[src/rtl/selector_out_ctrl.sv]
// Sequencing controller for the 1-to-2 output selector with per-packet routing.
// Optional SELECTOR_OUT_CTRL_STATS_EN adds packet and stall counters.
module selector_out_ctrl #(
  parameter int WIDTH     = 32,
  parameter int MAX_BURST = 16
) (
  input  logic             CLK,
  input  logic             RST_N,
  input  logic             ENABLE,
  input  logic             MODE,
  input  logic             IN_VALID,
  output logic             IN_READY,
  input  logic [WIDTH-1:0] IN_DATA,
  input  logic             IN_DEST,
  input  logic             IN_LAST,
  output logic             SELECT,
  output logic [WIDTH-1:0] DATA_IN,
  output logic             OUT_VALID_0,
  output logic             OUT_VALID_1,
  input  logic             OUT_READY_0,
  input  logic             OUT_READY_1,
  output logic             BUSY,
  output logic             ERR_OVERLEN
`ifdef SELECTOR_OUT_CTRL_STATS_EN
  ,
  output logic [31:0]      PKT_CNT_0,
  output logic [31:0]      PKT_CNT_1,
  output logic [31:0]      STALL_CNT
`endif
);

  localparam int CW = $clog2(MAX_BURST + 1);
  localparam logic [CW-1:0] CMAX  = CW'(MAX_BURST);
  localparam logic [CW-1:0] CLAST = CW'(MAX_BURST - 1);

  typedef enum logic [1:0] {
    S_IDLE,
    S_PKT,
    S_DRAIN
  } state_t;

  state_t           state_q, state_d;
  logic             sel_q, sel_d;
  logic             rr_q, rr_d;
  logic [CW-1:0]    cnt_q, cnt_d;
  logic             err_q, err_d;
  logic             hold_v_q;
  logic             hold_last_q;
  logic [WIDTH-1:0] data_q;

  logic in_fire;
  logic out_fire;
  logic sink_rdy;

  assign sink_rdy = sel_q ? OUT_READY_1 : OUT_READY_0;
  assign out_fire = hold_v_q & sink_rdy;

  // Held LAST blocks the next packet until it drains, freezing SELECT.
  assign IN_READY = RST_N & ENABLE
                  & (~hold_v_q | out_fire)
                  & ~(hold_v_q & hold_last_q);
  assign in_fire  = IN_VALID & IN_READY;

  assign SELECT      = sel_q;
  assign DATA_IN     = data_q;
  assign OUT_VALID_0 = hold_v_q & ~sel_q;
  assign OUT_VALID_1 = hold_v_q & sel_q;
  assign BUSY        = (state_q != S_IDLE) | hold_v_q;
  assign ERR_OVERLEN = err_q;

  always_comb begin
    state_d = state_q;
    sel_d   = sel_q;
    rr_d    = rr_q;
    cnt_d   = cnt_q;
    err_d   = err_q;
    unique case (state_q)
      S_IDLE: begin
        if (in_fire) begin
          sel_d   = MODE ? rr_q : IN_DEST;
          rr_d    = MODE ? ~rr_q : rr_q;
          cnt_d   = CW'(1);
          state_d = IN_LAST ? S_DRAIN : S_PKT;
        end
      end
      S_PKT: begin
        if (in_fire) begin
          if (cnt_q != CMAX) cnt_d = cnt_q + CW'(1);
          if (cnt_q == CLAST && !IN_LAST) err_d = 1'b1;
          if (IN_LAST) state_d = S_DRAIN;
        end
      end
      S_DRAIN: begin
        if (out_fire && hold_last_q) state_d = S_IDLE;
      end
      default: state_d = S_IDLE;
    endcase
  end

  always_ff @(posedge CLK or negedge RST_N) begin
    if (!RST_N) begin
      state_q <= S_IDLE;
      sel_q   <= 1'b0;
      rr_q    <= 1'b0;
      cnt_q   <= '0;
      err_q   <= 1'b0;
    end else begin
      state_q <= state_d;
      sel_q   <= sel_d;
      rr_q    <= rr_d;
      cnt_q   <= cnt_d;
      err_q   <= err_d;
    end
  end

  always_ff @(posedge CLK or negedge RST_N) begin
    if (!RST_N) begin
      hold_v_q    <= 1'b0;
      hold_last_q <= 1'b0;
      data_q      <= '0;
    end else if (in_fire) begin
      hold_v_q    <= 1'b1;
      hold_last_q <= IN_LAST;
      data_q      <= IN_DATA;
    end else if (out_fire) begin
      hold_v_q    <= 1'b0;
    end
  end

`ifdef SELECTOR_OUT_CTRL_STATS_EN
  logic [31:0] pkt0_q, pkt1_q, stall_q;
  logic        stall;

  assign stall     = hold_v_q & ~sink_rdy;
  assign PKT_CNT_0 = pkt0_q;
  assign PKT_CNT_1 = pkt1_q;
  assign STALL_CNT = stall_q;

  always_ff @(posedge CLK or negedge RST_N) begin
    if (!RST_N) begin
      pkt0_q  <= '0;
      pkt1_q  <= '0;
      stall_q <= '0;
    end else begin
      if (out_fire && hold_last_q && !sel_q) pkt0_q <= pkt0_q + 32'd1;
      if (out_fire && hold_last_q && sel_q)  pkt1_q <= pkt1_q + 32'd1;
      if (stall && stall_q != '1) stall_q <= stall_q + 32'd1;
    end
  end
`endif

endmodule

[config.mk]
export PLATFORM = sky130hd
export DESIGN_NAME = selector_out_ctrl
export DESIGN_NICKNAME = d
export VERILOG_FILES = /design/src/rtl/selector_out_ctrl.sv
export SDC_FILE = /design/constraint.sdc
export NUM_CORES = 1
export LEC_CHECK = 0
export CAP_MARGIN = 5
export CORE_ASPECT_RATIO = 1.75
export CORE_MARGIN = 1.5
export CORE_UTILIZATION = 39
export CTS_BUF_LIST = sky130_fd_sc_hd__clkbuf_8 sky130_fd_sc_hd__clkbuf_16
export CTS_CLUSTER_DIAMETER = 40
export DETAILED_ROUTE_END_ITERATION = 8
export HOLD_SLACK_MARGIN = 0.05
export PLACE_DENSITY = 0.76
export SLEW_MARGIN = 25
export SYNTH_ARGS = -nofsm -noshare
export SYNTH_HDL_FRONTEND = slang
export SYNTH_SLANG_ARGS = --single-unit
export TNS_END_PERCENT = 10
[constraint.sdc]
create_clock -name CLK -period 1.65 [get_ports CLK]
set_input_delay 0.4125 -clock CLK [delete_from_list [all_inputs] [get_ports CLK]]
set_output_delay 0.4125 -clock CLK [all_outputs]
set_load 0.1 [all_outputs]
; ---- After elaboration in Yosys (flattened, before gate mapping)
; Cells that the tools add are included.
[word_totals]
in_bits = 41
ff_bits = 44
[classes]
bitwise = 14
n_reduce_logical = 12
add_sub_neg = 1
n_mux = 14
n_eq_ne = 9
[op_table]
columns = op, count
row1 = two-way mux 5 bit, 3
row2 = two-way mux 2 bit, 5
row3 = "!= test 2 bit, second input constant", 5
row4 = case mux 5 bit (2 select lines), 1
row5 = AND 1 bit, 8
row6 = AND reduction 4 bit, 2
row7 = case mux 2 bit (3 select lines), 1
row8 = AND reduction 3 bit, 2
row9 = nonzero test 2 bit, 3
row10 = "adder 5 x 1 -> 5 bit, second input constant", 1
row11 = "equality test 5 x 4 -> 1 bit, second input constant", 1
row12 = "!= test 5 bit, second input constant", 1
row13 = two-way mux 1 bit, 4
row14 = inverter 1 bit, 4
row15 = "equality test 2 x 1 -> 1 bit, second input constant", 1
row16 = "equality test 2 bit, second input constant", 1
row17 = logical AND 1 bit, 2
row18 = logical NOT 2 bit, 1
row19 = OR 1 bit, 2
row20 = AND reduction 2 bit, 1
row21 = logical NOT 1 bit, 1

; ---- Logic depth before layout (Yosys ltp)
[logic_depth]
ltp_word = 8
mapped_depth = 8
depth_no_buf = 5

; ---- Worst setup path before layout
; Ideal clock, no wire load.
[synth_timing]
path_kind = reg-to-output
startpoint = register sel_q (netlist: SELECT)
endpoint = output port IN_READY
stages_incl_launch_ff = 3
t_arrival_ps = 3584
setup_slack_ps = -2346
path_cell_list = dfrtp_1 -> mux2i_2 -> a211oi_1
[synth_via]
elab_chain_cells = 5
[synth_lines]
columns = element, line_no
row1 = "start, declared", 43  ; logic sel_q, sel_d;
row2 = "start signal, assigned", 109  ; sel_q <= sel_d;
row3 = two-way mux 1 bit, 55  ; assign sink_rdy = sel_q ? OUT_READY_1 : OUT_READY_0;
row4 = AND 1 bit, 56  ; assign out_fire = hold_v_q & sink_rdy;
row5 = OR 1 bit, 60  ; & (~hold_v_q | out_fire)
row6 = AND 1 bit, 60
row7 = AND 1 bit, 61  ; & ~(hold_v_q & hold_last_q);
row8 = "end, declared", 12  ; output logic IN_READY,
; Every way passes these cells.

; ---- Worst setup path after layout
[layout_timing]
startpoint = input port ENABLE
endpoint = output port IN_READY
[layout_via]
elab_chain_cells = 3
[layout_lines]
columns = element, line_no
row1 = "start, declared", 9  ; input logic ENABLE,
row2 = AND 1 bit, 59  ; assign IN_READY = RST_N & ENABLE
row3 = AND 1 bit, 60
row4 = AND 1 bit, 61
; Every way passes these cells.

==> Flow_metrics.wiki <==
{| class="wikitable"
! Metric !! Value
|-
| Worst vdd rail ir drop || 1.43 mV
|-
| Number of buffers inserted during clock tree synthesis || 5
|-
| Share of the core filled with cells in the final layout || 71.7%
|-
| Unrepaired setup endpoints after global routing || yes
|-
| Width of the die || 56.5 microns
|-
| Count of different cell masters after synthesis || 31
|-
| Overall Global Routing Usage || 20.4%
|-
| Final-stage net count || 344
|-
| Biggest area contributors in the synthesized netlist || dfrtp_1, nand2_1, buf_6, a2111oi_4, mux2i_1
|-
| Wire length per cell || 14.2 microns
|-
| Number of antenna violations at the first check in global routing || 0
|-
| Design Area, Final || 0.00341 sq mm
|-
| Clock-pin slew reported for the worst setup and hold paths after clock tree synthesis || 80 ps
|-
| Worst hold slack || 215 ps
|-
| Core box area || 0.00475 sq mm
|-
| Tightest Hold Check Type || in -> async
|-
| Total internal power || 3.23 mW
|-
| Run status || complete, but fails checks
|-
| Mapped Nets || 252
|-
| Insertion delay of the later-clocked pin in the worst-skew pair || 290 ps
|-
| Height of the chip || 96.6 microns
|-
| Root buffer selected by CTS || clkbuf_8
|-
| CP Launch Point || ENABLE
|-
| Sequential share of power || 27.3%
|-
| Share of total power in combinational logic || 62.5%
|-
| P&R area growth vs syn || 74.4%
|-
| Sequential element share of the synthesized area || 56.4%
|-
| Cell count after placement || 339
|-
| Leakage power || 1.64 nW
|-
| Area post-placement || 0.00322 sq mm
|-
| Post-placement worst setup slack || -491 ps
|-
| Tightest Pin Transition || 551 ps
|-
| Remaining global-route overflow || 0
|-
| Data required, critical path || 1240 ps
|-
| Share of the cycle needed by the critical path after routing || 114%
|-
| Failing checks || negative setup slack
|-
| Antenna violation net count after detailed routing || 0
|-
| N_diodes || 0
|-
| Drt pass-1 iters || 4
|-
| Final setup slack of the worst path || -230 ps
|-
| Data arrival time of the worst path || 1470 ps
|-
| Post-synthesis cell type with the largest combined area || dfrtp_1
|-
| Core Rows || 33
|-
| Summed instance area of the synthesized netlist || 0.00195 sq mm
|-
| Power per Cell Area || 1920 mW/mm^2
|-
| CTS tree || done
|-
| DRC violation count after routing || 0
|-
| Switching power total || 3.32 mW
|-
| Drt via density || 4.80
|-
| GPL Wtd Cong || 0.779
|-
| Top Family by Delay on Critical Path || buffers and inverters
|-
| Switching part of the total || 50.7%
|-
| Highest clock rate || 532 MHz
|-
| Count of synthesis-stage warnings from yosys || 0
|-
| Clock sinks || 44
|-
| Setup skew after layout || 3.15 ps
|-
| # Max-Cap Violations || 0
|-
| Share of Yosys cell area claimed by the top area cell type || 56.4%
|-
| Final count of pins violating max slew || 0
|-
| Share of cells above drive strength 1 || 25.9%
|-
| Biggest cell delay along the critical path || 470 ps
|-
| Crit path buffers/inverters || 2
|-
| Starting density of the core || 41.1%
|-
| Maximum number of pins on one net before global-route repair || 45
|-
| Gate count of the mapped netlist || 208
|-
| Highest net fanout along the worst path || 5
|-
| Number of DRC markers in iteration 0 || 31
|-
| # port buffers || 78
|-
| Half-perimeter wire length of the detailed placement result || 3790 microns
|-
| Number of synthesized register bits || 44
|-
| Wire length after detailed routing || 5020 microns
|-
| Clock group share of total power || 10.2%
|-
| Setup_tns || -3140 ps
|-
| CTS H-tree lvls || 2
|-
| Clock period minus final worst setup slack || 1880 ps
|-
| Number of global-route vias before repair || 1854
|-
| Total count of hold-check failures in the final report || 0
|-
| Top-level port count || 79
|-
| Count of final setup violators || 44
|-
| Critical Path Source Type || primary input
|-
| Number of cells in the finished layout apart from fillers || 353
|-
| Total power consumption of the routed design || 6.55 mW
|-
| Maximum root-to-sink buffer count || 2
|-
| Worst-path cell chain || clkdlybuf4s50_1, nand2_2, a211oi_4, buf_12
|-
| CP Capture Type || primary output
|-
| Mean area per synthesized cell || 9.39 sq um
|-
| Wire length of the first global-routing pass || 8780 microns
|-
| Worst slew margin relative to its limit || 63.3%
|-
| Full die area || 0.00546 sq mm
|-
| Via total after detailed routing || 1694
|-
| Highest-delay cell along the critical path || clkdlybuf4s50_1
|-
| Kind of critical path || in -> out
|-
| R2r startpoint || SELECT
|}
[cell families after synthesis]
family,share of synthesized area [%]
AND/OR/NAND/NOR,26.4
flip-flops,56.4
buffers and inverters,5.19
AO/OA/AOI/OAI,6.92
multiplexers,2.75
adder cells (fa/ha/maj),1.92
XOR/XNOR,0.449
[worst register-to-register path, cell delays in order (launching register included)]
cell       delay [ps]
dfrtp_4           500
mux2i_4           210
buf_4             160
a2111oi_4         350
buf_4             180
mux2i_1           180
nand2_1            80
[layout make-up]
type / instances / area (sq um)
Fill cell: 349 / 1340
Multi-Input combinational cell: 148 / 796
Inverter: 6 / 22.5
Clock buffer: 6 / 82.6
Sequential cell: 44 / 1110
Timing Repair Buffer: 95 / 1330
Tap cell: 52 / 65.1
Clock inverter: 2 / 7.51
[final timing paths]
check	end	slack, ps	depth (start not counted)
max	IN_READY	-230	4
min	cnt_q[3]	210	2
max reg2reg	cnt_q[3]	-120	6
min reg2reg	rr_q	480	1
max in group asynchronous	SELECT	1010	2
min in group CLK	rr_q	480	1
[sequential cells by signal, summed over array words and instances, names as in the netlist]
register,flops
SELECT,1
hold_last_q,1
cnt_q,5
ERR_OVERLEN,1
rr_q,1
state_q,2
hold_v_q,1
DATA_IN,32
[timing repair]
action / CTS / global route
cloned: 0 / 1
gates resized for setup: 10 / 5
hold buffers: 0 / 0
endpoints found under the setup margin: 44 / 47
buffers inserted: 5 / 0
pin swaps: 4 / 2
[cells in the final DEF, fill, tap and decap left out, types with 3 or more instances in the layout]
cell type / synthesis / final
clkdlybuf4s50_1: 0 / 37
inv_1: 6 / 7
clkbuf_8: 0 / 6
buf_12: 0 / 39
nand2_2: 0 / 3
dfrtp_1: 44 / 42
ha_1: 3 / 3
buf_4: 0 / 11
buf_6: 5 / 4
nor2_1: 5 / 3
nand2_1: 105 / 102
nand2b_1: 3 / 3
nand3_1: 4 / 4
mux2i_1: 4 / 4
[power by group through the flow]
stage / Sequential [mW] / Clock (mW) / Combinational [mW]
finish: 1.79 / 0.666 / 4.10
global route: 1.83 / 0.734 / 4.25
CTS: 1.78 / 0.689 / 4.11
detailed placement: 1.80 / 0 / 4.05
global placement: 1.78 / 0 / 4.00
floorplan: 3.42 / 0 / 0.782
[routing by layer]
metal	track usage [%]	share of wire, %	vias up
li1	-	-	837
met1	21.3	37	807
met2	38.6	58	41
met3	4.14	3.4	9
met4	6.78	1.7	0
met5	0	0	-
[synth_stat cells]
cell,n
o31ai_1,2
a211oi_1,2
a21boi_1,1
a21oi_1,1
a2111oi_4,2
xnor2_1,1
clkbuf_1,2
and3_1,1
and2_1,1
nand4_1,2
nand3b_1,1
ha_1,3
nand3_2,1
nor2_1,5
a2111o_1,1
buf_6,5
nand2b_1,3
nand2_1,105
nand3_1,4
a41o_1,1
o21ai_0,1
nor3b_1,1
o21ai_1,1
dfrtp_1,44
mux2i_2,1
mux2i_1,4
nor2b_1,1
inv_1,6
a31oi_1,1
buf_2,3
and2_2,1
No activity file was read; power rests on OpenSTA's default activity.
